## src/rtl/alu_exec_unit.sv

```systemverilog
// Execute-stage ALU with valid/ready handshakes: AND/OR/ADD/SUB/SLL, zero and illegal-op flags.
// Define ALU_BARREL_SHIFT_EN for a single-cycle barrel SLL; by default SLL shifts one bit per cycle.
module alu_exec_unit #(
  parameter int WIDTH   = 64,
  parameter int SHAMT_W = 6
) (
  input  logic             clk,
  input  logic             reset,
  input  logic             in_valid,
  output logic             in_ready,
  input  logic [3:0]       operation,
  input  logic [WIDTH-1:0] a,
  input  logic [WIDTH-1:0] b,
  output logic             out_valid,
  input  logic             out_ready,
  output logic [WIDTH-1:0] result,
  output logic             zero,
  output logic             illegal_op
);

  localparam logic [3:0] OP_AND = 4'b0000;
  localparam logic [3:0] OP_OR  = 4'b0001;
  localparam logic [3:0] OP_ADD = 4'b0010;
  localparam logic [3:0] OP_SUB = 4'b0110;
  localparam logic [3:0] OP_SLL = 4'b1000;

  typedef enum logic [1:0] {
    S_IDLE  = 2'd0,
    S_SHIFT = 2'd1,
    S_DONE  = 2'd2
  } state_t;

  state_t             r_state;
  state_t             w_state_next;
  logic [WIDTH-1:0]   r_result;
  logic               r_zero;
  logic               r_illegal;

  logic               w_accept;
  logic               w_legal;
  logic               w_start_shift;
  logic               w_shift_last;
  logic [WIDTH-1:0]   w_load_value;
  logic [WIDTH-1:0]   w_shift_value;
  logic [SHAMT_W-1:0] w_shamt;

  assign w_accept = in_valid && (r_state == S_IDLE);
  assign w_shamt  = b[SHAMT_W-1:0];

  // Value loaded into result at the accept edge (SLL with shamt>0 is finished by the shifter).
  always_comb begin
    w_legal      = 1'b1;
    w_load_value = '0;
    case (operation)
      OP_AND: w_load_value = a & b;
      OP_OR:  w_load_value = a | b;
      OP_ADD: w_load_value = a + b;
      OP_SUB: w_load_value = a - b;
`ifdef ALU_BARREL_SHIFT_EN
      OP_SLL: w_load_value = a << w_shamt;
`else
      OP_SLL: w_load_value = a;
`endif
      default: begin
        w_legal      = 1'b0;
        w_load_value = '0;
      end
    endcase
  end

`ifdef ALU_BARREL_SHIFT_EN
  assign w_start_shift = 1'b0;
  assign w_shift_last  = 1'b0;
  assign w_shift_value = '0;
`else
  localparam logic [SHAMT_W-1:0] CNT_ONE = SHAMT_W'(1);

  logic [WIDTH-1:0]   r_acc;
  logic [SHAMT_W-1:0] r_cnt;

  assign w_start_shift = w_accept && (operation == OP_SLL) && (w_shamt != '0);
  assign w_shift_last  = (r_state == S_SHIFT) && (r_cnt == CNT_ONE);
  assign w_shift_value = {r_acc[WIDTH-2:0], 1'b0};

  always_ff @(posedge clk) begin
    if (!reset) begin
      r_acc <= '0;
      r_cnt <= '0;
    end else if (w_start_shift) begin
      r_acc <= a;
      r_cnt <= w_shamt;
    end else if (r_state == S_SHIFT) begin
      r_acc <= w_shift_value;
      r_cnt <= r_cnt - CNT_ONE;
    end
  end
`endif

  // State register
  always_ff @(posedge clk) begin
    if (!reset) r_state <= S_IDLE;
    else        r_state <= w_state_next;
  end

  // Next-state logic
  always_comb begin
    w_state_next = r_state;
    case (r_state)
      S_IDLE: begin
        if (w_accept) w_state_next = w_start_shift ? S_SHIFT : S_DONE;
      end
      S_SHIFT: begin
        if (w_shift_last) w_state_next = S_DONE;
      end
      S_DONE: begin
        if (out_ready) w_state_next = S_IDLE;
      end
      default: w_state_next = S_IDLE;
    endcase
  end

  // Handshake outputs
  always_comb begin
    in_ready  = (r_state == S_IDLE);
    out_valid = (r_state == S_DONE);
  end

  always_ff @(posedge clk) begin
    if (!reset) begin
      r_result  <= '0;
      r_zero    <= 1'b0;
      r_illegal <= 1'b0;
    end else if (w_accept) begin
      r_illegal <= !w_legal;
      if (!w_start_shift) begin
        r_result <= w_load_value;
        r_zero   <= (w_load_value == '0);
      end
    end else if (w_shift_last) begin
      r_result <= w_shift_value;
      r_zero   <= (w_shift_value == '0);
    end
  end

  assign result     = r_result;
  assign zero       = r_zero;
  assign illegal_op = r_illegal;

endmodule

```

## config.mk

```make
export PLATFORM = sky130hd
export DESIGN_NAME = alu_exec_unit
export DESIGN_NICKNAME = d
export VERILOG_FILES = /design/src/rtl/alu_exec_unit.sv
export SDC_FILE = /design/constraint.sdc
export NUM_CORES = 1
export LEC_CHECK = 0
export ABC_AREA = 1
export CAP_MARGIN = 20
export CELL_PAD_IN_SITES_DETAIL_PLACEMENT = 1
export CELL_PAD_IN_SITES_GLOBAL_PLACEMENT = 1
export CORE_UTILIZATION = 41
export CTS_BUF_LIST = sky130_fd_sc_hd__clkbuf_16
export CTS_CLUSTER_DIAMETER = 150
export CTS_CLUSTER_SIZE = 12
export DETAILED_ROUTE_END_ITERATION = 10
export PLACE_DENSITY = 0.93
export SYNTH_ARGS = -nofsm -noshare
export SYNTH_HDL_FRONTEND = slang
export SYNTH_SLANG_ARGS = --single-unit
```

## constraint.sdc

```tcl
create_clock -name clk -period 12 [get_ports clk]
set_input_delay 2.4 -clock clk [delete_from_list [all_inputs] [get_ports clk]]
set_output_delay 2.4 -clock clk [all_outputs]
set_load 0.02 [all_outputs]
```

# == Word level (Yosys, flattened, before mapping) ==
# Cells that the tools add are included.
# Widths: inputs -> output; s select.
# word_totals
register_bits,137
in_bits,136
output_inout_bits,68
elab_cells,54
# classes
addsub,3
eq_ne,11
mux,17
bitwise,2
n_reduce_logical,15
# ops
cell,count
$pmux 64 s5,1
$mux 64,3
$logic_not 64->1,2
$mux 63,2
$add 64x64->64,1
$and 64x64->64,1
$or 64x64->64,1
$sub 64x64->64,1
$mux 6,2
$mux 2,4
$eq 6x1->1 const B,1
$pmux 2 s3,1
$reduce_bool 6->1,1
$sub 6x1->6 const B,1
$reduce_or 5->1,1
$eq 4x1->1 const B,1
$eq 4x2->1 const B,1
$eq 4x3->1 const B,1
$eq 4x4->1 const B,1
$logic_and 1x1->1,4
$logic_not 4->1,1
$mux 1,4
$ne 2x1->1 const B,2
$ne 2x2->1 const B,2
7 further kinds,8

# == Longest topological paths before layout ==
# logic_depth
word_depth,7
mapped_depth,36
depth_no_buf,36

# == Least setup slack after synthesis ==
# No wires, ideal clock.
# synth_timing
path_kind,input -> register
startpoint,in b[0]
endpoint,"reg r_zero, in the netlist zero"
setup_ns,0.070
t_arrival_ns,5.817
required_ns,11.930
setup_slack_ns,6.113
path_stages,33
path_buffers,0
path_cell_list,inv_1 ha_1 nand3_2 nor3_4 nand3_2 nor2_4 nand2_4 nor2_4 nand2_2 nor2_4 nand4_1 o21ai_2 nand2_2 xor2_1 ha_1 nand2_1 nor2_1 inv_1 nor2_2 nand2_1 nor2_1 nand2_1 nand3_1 nand2_1 nand3_1 nand2_1 nor2_1 nand2_1 nor2_1 nand2_1 nor2_1 nand3_1 a21oi_1
# synth_between
elab_chain_len,5
elab_cells_between_ends,12
# synth_lines
element,line_no,rtl
"start, declared",13,"input logic [WIDTH-1:0] b,"
"$sub 64x64->64, or another cell as far along",58,OP_SUB: w_load_value = a - b;
$pmux 64 s5,54,case (operation)
$logic_not 64->1,137,r_zero <= (w_load_value == '0);
$mux 1,135,if (!w_start_shift) begin
$mux 1,133,end else if (w_accept) begin
"end signal, assigned",137,
"end signal, assigned",141,r_zero <= (w_shift_value == '0);
"end, declared",36,logic r_zero;
# Parallel ways exist; a longest one is shown, timed or not. The select of a mux whose other input is x is not followed.
# A chain may end at the register's enable or synchronous reset.

# == Worst setup path after layout ==
# layout_timing
startpoint,in operation[3]
endpoint,"reg r_zero, in the netlist zero"
# layout_between
elab_chain_len,5
elab_cells_between_ends,13
# layout_lines
element,line_no,rtl
"start, declared",11,"input logic [3:0] operation,"
"$eq 4x4->1, or another cell as far along","54, 81",
$pmux 64 s5 or $logic_and 1x1->1 (tied branches),"54, 81",
$logic_not 64->1 or $logic_and 1x1->1 (tied branches),"137, 81",
$mux 1 or $ne 2x2->1 (tied branches),--,
$mux 1 or $reduce_and 2->1 (tied branches),--,
# Parallel ways exist; a longest one is shown, timed or not. The select of a mux whose other input is x is not followed.

==> results.cfg <==
[status]
run_status = finished, final reports clean

[logic_synthesis]
synth-seq-cells = 137
synth.top_cell.area_share_pct = 20.84
netlist.top_cell.by_area = nand2_1
yosys.cell_types.count = 51
synthesis.area_sq_um = 15450
synth_fp_nets = 3051
synth_cells = 2846
ys_warn_count = 0
synthMostInstantiatedCell = nand2_1
seq_area_frac_synth_pct = 17.75
synth_common_cells = nand2_1 (858), inv_1 (477), nor2_1 (321), a21oi_1 (201), o21ai_0 (196)
async_reset_ff_share_pct = 0
synthTopCellsByArea = nand2_1 (21%), dfxtp_1 (18%), inv_1 (12%), nor2_1 (7.8%), a21oi_1 (6.5%)
syn_avg_cell_area_sq_um = 5.429
synth_edf_count = 0
synth_ff_type = dfxtp_1

[global_route]
track_usage_pct = 46.93
grt_max_degree = 75
grt_pass1_vias = 21320
grt_pass1_wl_um = 134800
grt_antenna_before_repair = 2
grt_overflow = 0

[clocking]
cts_tree = done
clk_latency_ns = 0.44
path_clk_slew_ns = 0.07
ctsHoldBuffers = 0
clockBufferDepth = 2
clock_sinks = 137
numCtsBuffers = 17
htreeDepth = 4
clock-root-buffer = clkbuf_16
post-cts-setup-buffer-count = 0
cts_resized = 0

[timing]
hold_viol_final = 0
period_share_pct = 67.08
drv_slew = 0
min_period_ns = 8.049
fin_tns_setup_ns = 0
fmax_ghz = 0.1242
worst_pin_slew_ns = 1.137
hold-worst-slack_ns = 0.4678
finalClockSkew_ns = 0.006667
slew_headroom_pct = 24.10
rsz0062_at_grt = false
worst_slack_ns = 3.951
setup_violations = 0

[setup_path]
rr_worst_depth = 9
path_class = in -> reg
cp_data_required_time_ns = 12.32
worstPathMaxFanout = 36
cp.arrival_ns = 8.37
cp-start-kind = input port
crit_path_end_kind = flip-flop

[die]
core_region_area_sq_um = 36870
io_pins = 204
start_util_pct = 41.91
die_area_sq_um = 38470
num_rows = 70
chipHeight_um = 196.1
dieWidth_um = 196.1

[route]
ant_nets = 0
drtIter0Drc = 2550
wire_per_inst_um = 26.25
drc = 0
vias_per_cell = 6.172
drtPass1Iterations = 8
finalWirelength_um = 92130
via_count = 21660

[power]
vdd_drop_max_uv = 109.1
power.total_mw = 1.765
power-per-cell-area_nw_per_um2 = 95.65
p_leak_nw = 8.923

[min_path]
hold_depth = 2
min_path_type = reg -> reg

[placement]
place_congestion = 1.062
dp_slack_ns = 3.864
place_hpwl_um = 71630
portBuffers = 203

[final_layout]
fillers = 5298
syn_to_final_growth_pct = 19.40
drive_gt1_share_pct = 3.596
fin_nets = 3195

[flow_run]
cap_violations = 0
routing by layer:
layer | global-route usage [%] | up-vias | share of wire, %
met5 | 1.277 | - | 0.097
met4 | 21.82 | 6 | 5.1
met3 | 11.33 | 313 | 12
met2 | 71.02 | 1539 | 42
met1 | 62.37 | 10430 | 41
li1 | - | 9374 | -
cells in the final DEF, fill, tap and decap left out, types with 3 or more instances in the layout:
| master | instances |
|---|---|
| nor2_4 | 9 |
| nand2_2 | 9 |
| a31oi_1 | 40 |
| nand3_1 | 151 |
| ha_1 | 68 |
| buf_4 | 13 |
| xor2_1 | 61 |
| dfxtp_1 | 137 |
| clkdlybuf4s50_1 | 203 |
| nand2_1 | 856 |
| clkinvlp_4 | 4 |
| o41ai_1 | 3 |
| a21oi_1 | 201 |
| o21ai_1 | 7 |
| nor2_2 | 9 |
| a21oi_2 | 3 |
| nor3_1 | 22 |
| nand4_1 | 38 |
| inv_6 | 3 |
| inv_1 | 476 |
| nor2_1 | 318 |
| o21bai_1 | 5 |
| o211ai_1 | 22 |
| clkbuf_16 | 17 |
| nand3b_1 | 18 |
| and2_1 | 3 |
| inv_2 | 9 |
| a221oi_1 | 12 |
| diode_2 | 3 |
| nor4_1 | 29 |
| o22ai_1 | 16 |
| clkinv_2 | 5 |
| or2_2 | 6 |
| o21ai_2 | 4 |
| o21ai_0 | 196 |
state kept, by name, summed over array words and instances, names as in the netlist:
register and cells:
result 64, r_cnt 6, illegal_op 1, r_acc 63, r_state 2, zero 1
metrics by stage:
stage | instances | cell area [sq um] | util [%]
6_report | 3510 | 18450 | 50.04
5_1_grt | 3507 | 18440 | 50.02
4_1_cts | 3507 | 18440 | 50.02
3_5_place_dp | 3475 | 17890 | 48.52
3_3_place_gp | 3475 | 17890 | 48.52
2_1_floorplan | 2846 | 15450 | -
power by group:
part | total [mW] | switching, mW | leakage (nW) | internal (mW)
sequential | 0.489 | 0.0156 | 1.11 | 0.474
combinational | 0.756 | 0.530 | 7.55 | 0.226
clock | 0.519 | 0.234 | 0.263 | 0.285
total | 1.76 | 0.780 | 8.92 | 0.985
path summary, 6_finish.rpt:
kind,start,end,slack (ns)
worst max-delay path,operation[3],zero$_SDFFE_PN0P_,3.95
worst min-delay path,result[56]$_SDFFE_PN0P_,result[56]$_SDFFE_PN0P_,0.47
worst max register to register,r_state[1]$_SDFFE_PN0P_,result[36]$_SDFFE_PN0P_,8.27
worst min register to register,result[56]$_SDFFE_PN0P_,result[56]$_SDFFE_PN0P_,0.47
final cells by class:
| type | count | area (sq um) | share of cell area (%) |
|---|---|---|---|
| diodes | 3 | 7.507 | 0.04069 |
| clock buffers | 17 | 425.4 | 2.306 |
| clock inverters | 15 | 127.6 | 0.6917 |
| inverters | 486 | 1826 | 9.894 |
| multi-input cells | 2132 | 10560 | 57.24 |
| flip-flops and latches | 137 | 2743 | 14.87 |
| well taps | 504 | 630.6 | 3.418 |
| repair buffers | 216 | 2130 | 11.54 |
critical path, stage by stage:
cell	delay, ns
clkdlybuf4s50_1	0.68
nor2_4	0.08
inv_2	0.15
nor2_2	0.07
inv_2	0.73
o31ai_1	0.41
o21ai_0	0.21
xor2_1	0.31
ha_1	0.35
nand2_1	0.14
inv_1	0.09
nand2_1	0.19
nor3_1	0.07
nand2_1	0.22
nand2_1	0.26
nand2_1	0.13
nand2_1	0.24
nand2_1	0.13
nand2_1	0.05
o21ai_0	0.75
nor2_1	0.24
nand2_1	0.13
nor2_1	0.05
nand2_1	0.05
nor2_1	0.04
nand3_1	0.07
a21oi_1	0.06
cells by family (layout without fill, tap and decap cells):
group	count (synthesis)	after routing	share of synthesized area, %
and+or+nand+nor	1477	1477	40.02
buffers and inverters	577	734	14.21
AOI/OAI and AO/OA	523	523	18.81
DFF	137	137	17.75
adders and majority gates	69	69	5.636
xor gates and xnor gates	63	63	3.571
other	0	3	0
(Power assumes the default switching activity.)
